$ cat src/rtl/instr_fetch_unit.sv
// Instruction fetch stage: drives the imem read port from a fetch PC and buffers returned words in a prefetch FIFO.
// Optional FETCH_PERF_EN macro adds perf_fetched/perf_stall counters.
module instr_fetch_unit #(
    parameter int unsigned DEPTH = 4,
    parameter logic [31:0] NOP   = 32'hE1A00000
) (
    input  logic        clk,
    input  logic        rst_n,
    input  logic [10:0] start_pc,
    input  logic        redirect,
    input  logic [10:0] redirect_pc,
    output logic        imem_rd_en,
    output logic [10:0] imem_addr,
    input  logic [31:0] imem_data,
    output logic [31:0] instr,
    output logic [10:0] instr_pc,
    output logic        instr_valid,
    input  logic        instr_ready
`ifdef FETCH_PERF_EN
    ,
    output logic [31:0] perf_fetched,
    output logic [31:0] perf_stall
`endif
);

    localparam int unsigned PTR_W = $clog2(DEPTH);
    localparam int unsigned CNT_W = PTR_W + 1;
    localparam int unsigned AW    = 11;
    localparam int unsigned DW    = 32;
    localparam logic [CNT_W:0] DEPTH_V = (CNT_W + 1)'(DEPTH);

    typedef enum logic {
        S_BOOT = 1'b0,
        S_RUN  = 1'b1
    } state_e;

    state_e             state_q, state_d;
    logic [AW-1:0]      fetch_pc_q, fetch_pc_d;
    logic [CNT_W-1:0]   count_q, count_d;
    logic [PTR_W-1:0]   wr_ptr_q, wr_ptr_d;
    logic [PTR_W-1:0]   rd_ptr_q, rd_ptr_d;
    logic               inflight_q, inflight_d;
    logic               tag_q, tag_d;
    logic               epoch_q, epoch_d;
    logic [AW-1:0]      issue_pc_q, issue_pc_d;
    logic [AW-1:0]      last_pc_q, last_pc_d;
    logic               issue;
    logic               push;
    logic               pop;
    logic [CNT_W:0]     occupancy;

    logic [DW-1:0]      data_mem [DEPTH];
    logic [AW-1:0]      pc_mem   [DEPTH];

    // State register and FIFO bookkeeping
    always_ff @(posedge clk) begin
        if (!rst_n) begin
            state_q    <= S_BOOT;
            fetch_pc_q <= '0;
            count_q    <= '0;
            wr_ptr_q   <= '0;
            rd_ptr_q   <= '0;
            inflight_q <= 1'b0;
            tag_q      <= 1'b0;
            epoch_q    <= 1'b0;
            issue_pc_q <= '0;
            last_pc_q  <= '0;
        end else begin
            state_q    <= state_d;
            fetch_pc_q <= fetch_pc_d;
            count_q    <= count_d;
            wr_ptr_q   <= wr_ptr_d;
            rd_ptr_q   <= rd_ptr_d;
            inflight_q <= inflight_d;
            tag_q      <= tag_d;
            epoch_q    <= epoch_d;
            issue_pc_q <= issue_pc_d;
            last_pc_q  <= last_pc_d;
        end
    end

    // Credit check counts the returning word but takes no credit for a same-cycle pop
    assign occupancy = {1'b0, count_q} + {{CNT_W{1'b0}}, inflight_q};

    always_comb begin
        state_d    = state_q;
        fetch_pc_d = fetch_pc_q;
        count_d    = count_q;
        wr_ptr_d   = wr_ptr_q;
        rd_ptr_d   = rd_ptr_q;
        inflight_d = 1'b0;
        tag_d      = tag_q;
        epoch_d    = epoch_q;
        issue_pc_d = issue_pc_q;
        last_pc_d  = last_pc_q;
        issue      = 1'b0;
        push       = 1'b0;
        pop        = 1'b0;

        if (count_q != '0) begin
            last_pc_d = pc_mem[rd_ptr_q];
        end

        case (state_q)
            S_BOOT: begin
                fetch_pc_d = start_pc;
                state_d    = S_RUN;
            end
            S_RUN: begin
                if (redirect) begin
                    // Flush wins over push/pop; epoch flip kills any response still in flight
                    count_d    = '0;
                    wr_ptr_d   = '0;
                    rd_ptr_d   = '0;
                    epoch_d    = ~epoch_q;
                    fetch_pc_d = redirect_pc;
                end else begin
                    push  = inflight_q && (tag_q == epoch_q);
                    pop   = (count_q != '0) && instr_ready;
                    issue = occupancy < DEPTH_V;
                    if (issue) begin
                        inflight_d = 1'b1;
                        tag_d      = epoch_q;
                        issue_pc_d = fetch_pc_q;
                        fetch_pc_d = fetch_pc_q + AW'(1);
                    end
                    if (push) begin
                        wr_ptr_d = wr_ptr_q + PTR_W'(1);
                    end
                    if (pop) begin
                        rd_ptr_d = rd_ptr_q + PTR_W'(1);
                    end
                    count_d = count_q + CNT_W'(push) - CNT_W'(pop);
                end
            end
            default: begin
                state_d = S_BOOT;
            end
        endcase
    end

    // FIFO storage, no reset needed: entries are only read when counted valid
    always_ff @(posedge clk) begin
        if (push) begin
            data_mem[wr_ptr_q] <= imem_data;
            pc_mem[wr_ptr_q]   <= issue_pc_q;
        end
    end

    assign imem_rd_en  = issue;
    assign imem_addr   = fetch_pc_q;
    assign instr_valid = (count_q != '0);
    assign instr       = instr_valid ? data_mem[rd_ptr_q] : NOP;
    assign instr_pc    = instr_valid ? pc_mem[rd_ptr_q] : last_pc_q;

`ifdef FETCH_PERF_EN
    logic [31:0] perf_fetched_q;
    logic [31:0] perf_stall_q;

    // Push and stall-cycle counters; both naturally hold while in BOOT
    always_ff @(posedge clk) begin
        if (!rst_n) begin
            perf_fetched_q <= '0;
            perf_stall_q   <= '0;
        end else begin
            if (push) begin
                perf_fetched_q <= perf_fetched_q + 32'd1;
            end
            if ((state_q == S_RUN) && !issue && !redirect) begin
                perf_stall_q <= perf_stall_q + 32'd1;
            end
        end
    end

    assign perf_fetched = perf_fetched_q;
    assign perf_stall   = perf_stall_q;
`endif

endmodule
$ cat config.mk
export PLATFORM = sky130hd
export DESIGN_NAME = instr_fetch_unit
export DESIGN_NICKNAME = d
export VERILOG_FILES = /design/src/rtl/instr_fetch_unit.sv
export SDC_FILE = /design/constraint.sdc
export NUM_CORES = 1
export LEC_CHECK = 0
export BUFFER_PORTS_ARGS = -buffer_cell sky130_fd_sc_hd__buf_2
export CAP_MARGIN = 20
export CORE_AREA = 2 2 195 120
export DETAILED_ROUTE_END_ITERATION = 7
export DIE_AREA = 0 0 197 122
export PLACE_DENSITY = 0.57
export SLEW_MARGIN = 0
export SYNTH_ARGS = -nofsm -noshare
export SYNTH_HDL_FRONTEND = slang
export SYNTH_SLANG_ARGS = --single-unit
$ cat constraint.sdc
create_clock -name clk -period 2.7 [get_ports clk]
set_input_delay 0.135 -clock clk [delete_from_list [all_inputs] [get_ports clk]]
set_output_delay 0.135 -clock clk [all_outputs]
set_load 0.05 [all_outputs]
**Word level (Yosys, flattened, before mapping)**

Memory sizes are Yosys's and may differ from the RTL's. A register that Yosys moved wholly into a read port is not among the register bits.
Cells that the tools add are included.

- Register bits after elaboration: 44
- Latch bits: 0
- RAM bits: 172
- ROM bits: 0
- Word-level logic and storage cells: 57
- Memories: 2

Memories:

| memory | depth | width | rd ports | clocked after memory_dff | wr ports | line | text |
|---|---|---|---|---|---|---|---|
| data_mem | 4 | 32 | 1 | 1 | 1 | 52 | `logic [DW-1:0] data_mem [DEPTH];` |
| pc_mem | 4 | 11 | 1 | 1 | 1 | 53 | `logic [AW-1:0] pc_mem [DEPTH];` |

- Add/subtract/negate cells: 6
- Multipliers: 0
- Divide/modulo/power cells: 0
- $lt $le $gt $ge: 1
- Equality and inequality tests: 2
- Shift operators: 0
- Multiplexer cells: 22
- Bitwise operators: 4
- Reduce and logical (&&, ||, !) cells: 10

Operators by type and width:

| cell | count |
|---|---|
| $mux 11 | 3 |
| $mux 32 | 1 |
| $pmux 11 s2 | 1 |
| $mux 2 | 8 |
| $add 11x1->11 const B | 1 |
| $mux 1 | 8 |
| $reduce_and 2->1 | 3 |
| $add 2x1->2 const B | 2 |
| $add 3x1->4 | 1 |
| $lt 4x3->1 const B | 1 |
| $not 1->1 | 4 |
| $reduce_bool 2->1 | 2 |
| $add 3x1->3 | 1 |
| $mux 3 | 1 |
| $ne 3x2->1 const B | 1 |
| $reduce_and 3->1 | 1 |
| $reduce_bool 3->1 | 1 |
| $reduce_or 3->1 | 1 |
| $sub 3x1->3 | 1 |
| $logic_and 1x1->1 | 2 |
| $eq 1x1->1 | 1 |

**Depth between registers and ports, before layout**

- Word-level depth: 6
- Gate-level depth with buffers: 10
- Mapped depth without buffers: 10

**Worst setup path after synthesis**

OpenSTA, ideal clock, no wires.

- Path kind: reg2reg
- From: register state_q
- To: memory data_mem[0][0] (enable)
- Data arrival time: 1.979 ns
- Data required time: 2.295 ns
- Path slack: 0.316 ns
- Stages on the path, launching flop included: 5
- Path buffers: 1
- Path through: dfxtp_1 -> nor2b_1 -> buf_2 -> and3_1 -> and2_1

- Longest elaborated chain between the ends: 3

RTL lines:

| element | line | text |
|---|---|---|
| from (decl) | 37 | `state_e state_q, state_d;` |
| from (signal assigned) | 69 | `state_q <= state_d;` |
| $mux 1 | 104 | `case (state_q)` |
| $mux 1 | 144 | `if (push) begin` |
| $mux 1 (not written as such) | 145 | `data_mem[wr_ptr_q] <= imem_data;` |
| to (decl) | 52 |  |

Every way passes these cells.

**Final worst setup path**

- From: register count_q[2]
- To: register fetch_pc_q[0] (netlist: imem_addr[0])

- Longest elaborated chain between the ends: 3

RTL lines:

| element | line | text |
|---|---|---|
| from (decl) | 39 | `logic [CNT_W-1:0] count_q, count_d;` |
| from (signal assigned) | 71 | `count_q <= count_d;` |
| $add 3x1->4 | 83 | `assign occupancy = {1'b0, count_q} + {{CNT_W{1'b0}}, inflight_q};` |
| $lt 4x3->1 | 120 | `issue = occupancy < DEPTH_V;` |
| $ne 3x2->1 (no line) | -- |  |
| to (signal assigned) | 70 | `fetch_pc_q <= fetch_pc_d;` |
| to (decl) | 38 | `logic [AW-1:0] fetch_pc_q, fetch_pc_d;` |

Every way passes these cells.
A chain may end at the register's enable or synchronous reset.

==> results.py <==
metrics = {
    "setup_path": {
        "worstPathArrival_ns": 2.98,
        "r2r_slack_ns": 0.17,
        "end_kind": "flip-flop",
        "reg2reg_depth": 6,
        "r2r_start": "count_q[2]",
        "crit_path_start": "count_q[2]",
        "crit_end": "imem_addr[0]",
        "worst-path-max-fanout": 24,
        "path_class": "flip-flop to flip-flop",
        "worstPathRequired_ns": 3.15,
        "r2r-end": "imem_addr[0]",
        "start_kind": "flip-flop",
    },
    "logic_synthesis": {
        "yosysMostFrequentCell": "edfxtp_1",
        "syn_inst": 542,
        "synthArstFlopShare": 0,
        "synth_area_leaders": "edfxtp_1, mux4_2, dfxtp_1, and2_1, nand2_1",
        "synth_top_area_cell": "edfxtp_1",
        "synth-edff-count": 172,
        "synth_top_area_share": 0.5864,
        "synthDistinctLibCells": 55,
        "synth-seq-cells": 218,
        "yosysSeqAreaShare": 0.6910,
        "synth_common_cells": "edfxtp_1, nand2_1, and2_1, dfxtp_1, mux4_2",
        "syn_avg_cell_area_um2": 16.25,
        "ys.flop_type": "edfxtp_1",
        "syn-cell-area_um2": 8807,
        "ys_warn_count": 0,
        "synth_fp_nets": 609,
    },
    "place": {
        "place_ws_ns": 0.3329,
        "dp_hpwl_um": 11930,
        "place.gp.congestion": 0.7858,
        "port_buffers": 113,
        "place_area_um2": 9773,
    },
    "worst_hold_path": {
        "holdCritStartpoint": "start_pc[1]",
        "hold_path_class": "primary input to flip-flop",
    },
    "sta": {
        "finalHoldViolations": 0,
        "setup-violations-final": 0,
        "slew_violations": 0,
        "rsz0062_at_grt": "no",
        "min_period_ns": 2.532,
        "post-route-period-util": 0.9376,
        "max_freq_ghz": 0.3950,
        "clock_skew_ns": 0.01220,
        "setup_tns_ns": 0,
        "finalWorstSetupSlack_ns": 0.1685,
        "slew_headroom": 0.4929,
        "tightest_slew_ns": 0.7606,
    },
    "cells_and_area": {
        "diodes": 0,
        "multi_input_area_um2": 2532,
        "drive_gt1_frac": 0.3208,
        "fin_nets": 770,
        "design_area_um2": 10860,
        "fin_util": 0.4827,
        "regArea_um2": 6091,
        "area_delta_synth_final_pct": 23.26,
        "fillCellCount": 1937,
    },
    "detailed_routing": {
        "route.detailed.drc": 0,
        "dr.pass1.iters": 4,
        "wl_um": 19240,
        "drtIter0Drc": 266,
        "vias_per_cell": 5.207,
        "via_count": 5254,
        "ant_nets": 0,
        "wire_per_inst_um": 19.07,
    },
    "clock_tree": {
        "cts-root-buf": "clkbuf_16",
        "clock-sinks": 218,
        "clock_latency_ns": 0.50,
        "cts_resized": 0,
        "path_clk_slew_ns": 0.06,
        "clock_tree.buffer_depth": 3,
        "cts-hold-fix-buffers": 38,
        "htreeDepth": 1,
        "post-cts-setup-buffers": 0,
        "cts_tree": "done",
        "numCtsBuffers": 22,
    },
    "flow_run": {
        "drv_cap": 0,
    },
    "floorplan": {
        "design.core.area_um2": 22490,
        "die_h_um": 122,
        "die_w_um": 197,
        "rows": 43,
        "num_io_pins": 114,
        "start_util": 0.3916,
        "dieArea_um2": 24030,
    },
    "power_and_ir_drop": {
        "ir_drop_mv": 0.3617,
        "power.total_w": 0.007040,
        "p_leak_nw": 3.915,
        "power_density_nw_per_um2": 648.5,
    },
    "grt": {
        "grt_pass1_vias": 5461,
        "grt_use_total": 0.1628,
        "grt_overflow_total": 0,
        "grt_pass1_wl_um": 29810,
        "grt_max_degree": 46,
        "antenna_found_initial": 0,
    },
    "outcome": {
        "status": "finished, final reports clean",
    },
}
[cells by family after synthesis]
family | share of synthesized area
AOI/OAI and AO/OA | 0.06720
xor gates and xnor gates | 0.003979
adders and majority gates | 0.01364
buffers and inverters | 0.02202
DFF | 0.6910
muxes | 0.1122
and+or+nand+nor | 0.08993
[critical path, cell delays in order, from the launching register on]
cell and delay [ns]:
dfxtp_1 0.44, ha_1 0.33, o211a_4 0.27, o22a_4 0.33, or3_1 0.34, a41oi_1 0.19
dlygate4sd3_1 0.56
[worst min-delay path by stage]
stage                           end  slack [ns]  cells after the start
finish                 imem_addr[1]       0.009                      3
global route           imem_addr[1]        0.01                      3
floorplan                   state_q        0.16                      0
global placement    data_mem[3][15]        0.35                      1
detailed placement  data_mem[1][21]        0.36                      1
CTS                    imem_addr[1]      0.0004                      3
[per-stage QoR]
| step | hold slack [ns] | std cells |
|---|---|---|
| CTS | 0.0003991 | 1009 |
| finish | 0.008893 | 1009 |
| global placement | 0.3450 | 933 |
| global route | 0.01430 | 1009 |
| floorplan | 0.1627 | 542 |
| detailed placement | 0.3556 | 933 |
[area by class of cell]
class	count	area share
flip-flops and latches	218	0.5611
multi-input cells	283	0.2333
repair buffers	169	0.1042
clock buffers	23	0.05302
well taps	292	0.03366
clock inverters	15	0.01164
inverters	9	0.003112
[cells in the final DEF, fill, tap and decap left out, types with 4 or more instances in the layout]
| master | instances |
|---|---|
| ha_1 | 8 |
| o21ai_0 | 19 |
| edfxtp_1 | 172 |
| clkinv_2 | 6 |
| and2_1 | 42 |
| a21boi_0 | 13 |
| nor3_1 | 6 |
| mux4_2 | 43 |
| or2_2 | 6 |
| a21oi_1 | 7 |
| nand2_1 | 48 |
| clkinv_1 | 5 |
| nand3_1 | 17 |
| buf_12 | 4 |
| buf_2 | 113 |
| inv_1 | 8 |
| and3_1 | 5 |
| clkbuf_16 | 23 |
| dlygate4sd3_1 | 38 |
| nor2_1 | 5 |
| and2_2 | 4 |
| nor2b_1 | 7 |
| buf_4 | 14 |
| dfxtp_1 | 44 |
[routing by layer]
metal / GRT usage / wire length [µm] / vias to the layer above
met2: 0.2619 / 8766 / 124
met1: 0.2277 / 9147 / 2683
met5: 0 / 0 / -
li1: - / - / 2422
met3: 0.03571 / 1011 / 25
met4: 0.03853 / 313 / 0
[report_power, final]
group	leakage [nW]	internal (W)	switching [W]
Clock	0.346	0.00173	0.00122
Sequential	1.94	0.00364	0.0000349
Combinational	1.63	0.000155	0.000253
Total	3.91	0.00553	0.00151
[state kept, by name, indices dropped and copies added (netlist names), named ones only]
signal,flops
last_pc_q,11
wr_ptr_q,2
pc_mem,44
count_q,3
data_mem,128
issue_pc_q,11
inflight_q,1
state_q,1
tag_q,1
rd_ptr_q,2
imem_addr,11
epoch_q,1
No activity file was read; power rests on OpenSTA's default activity.
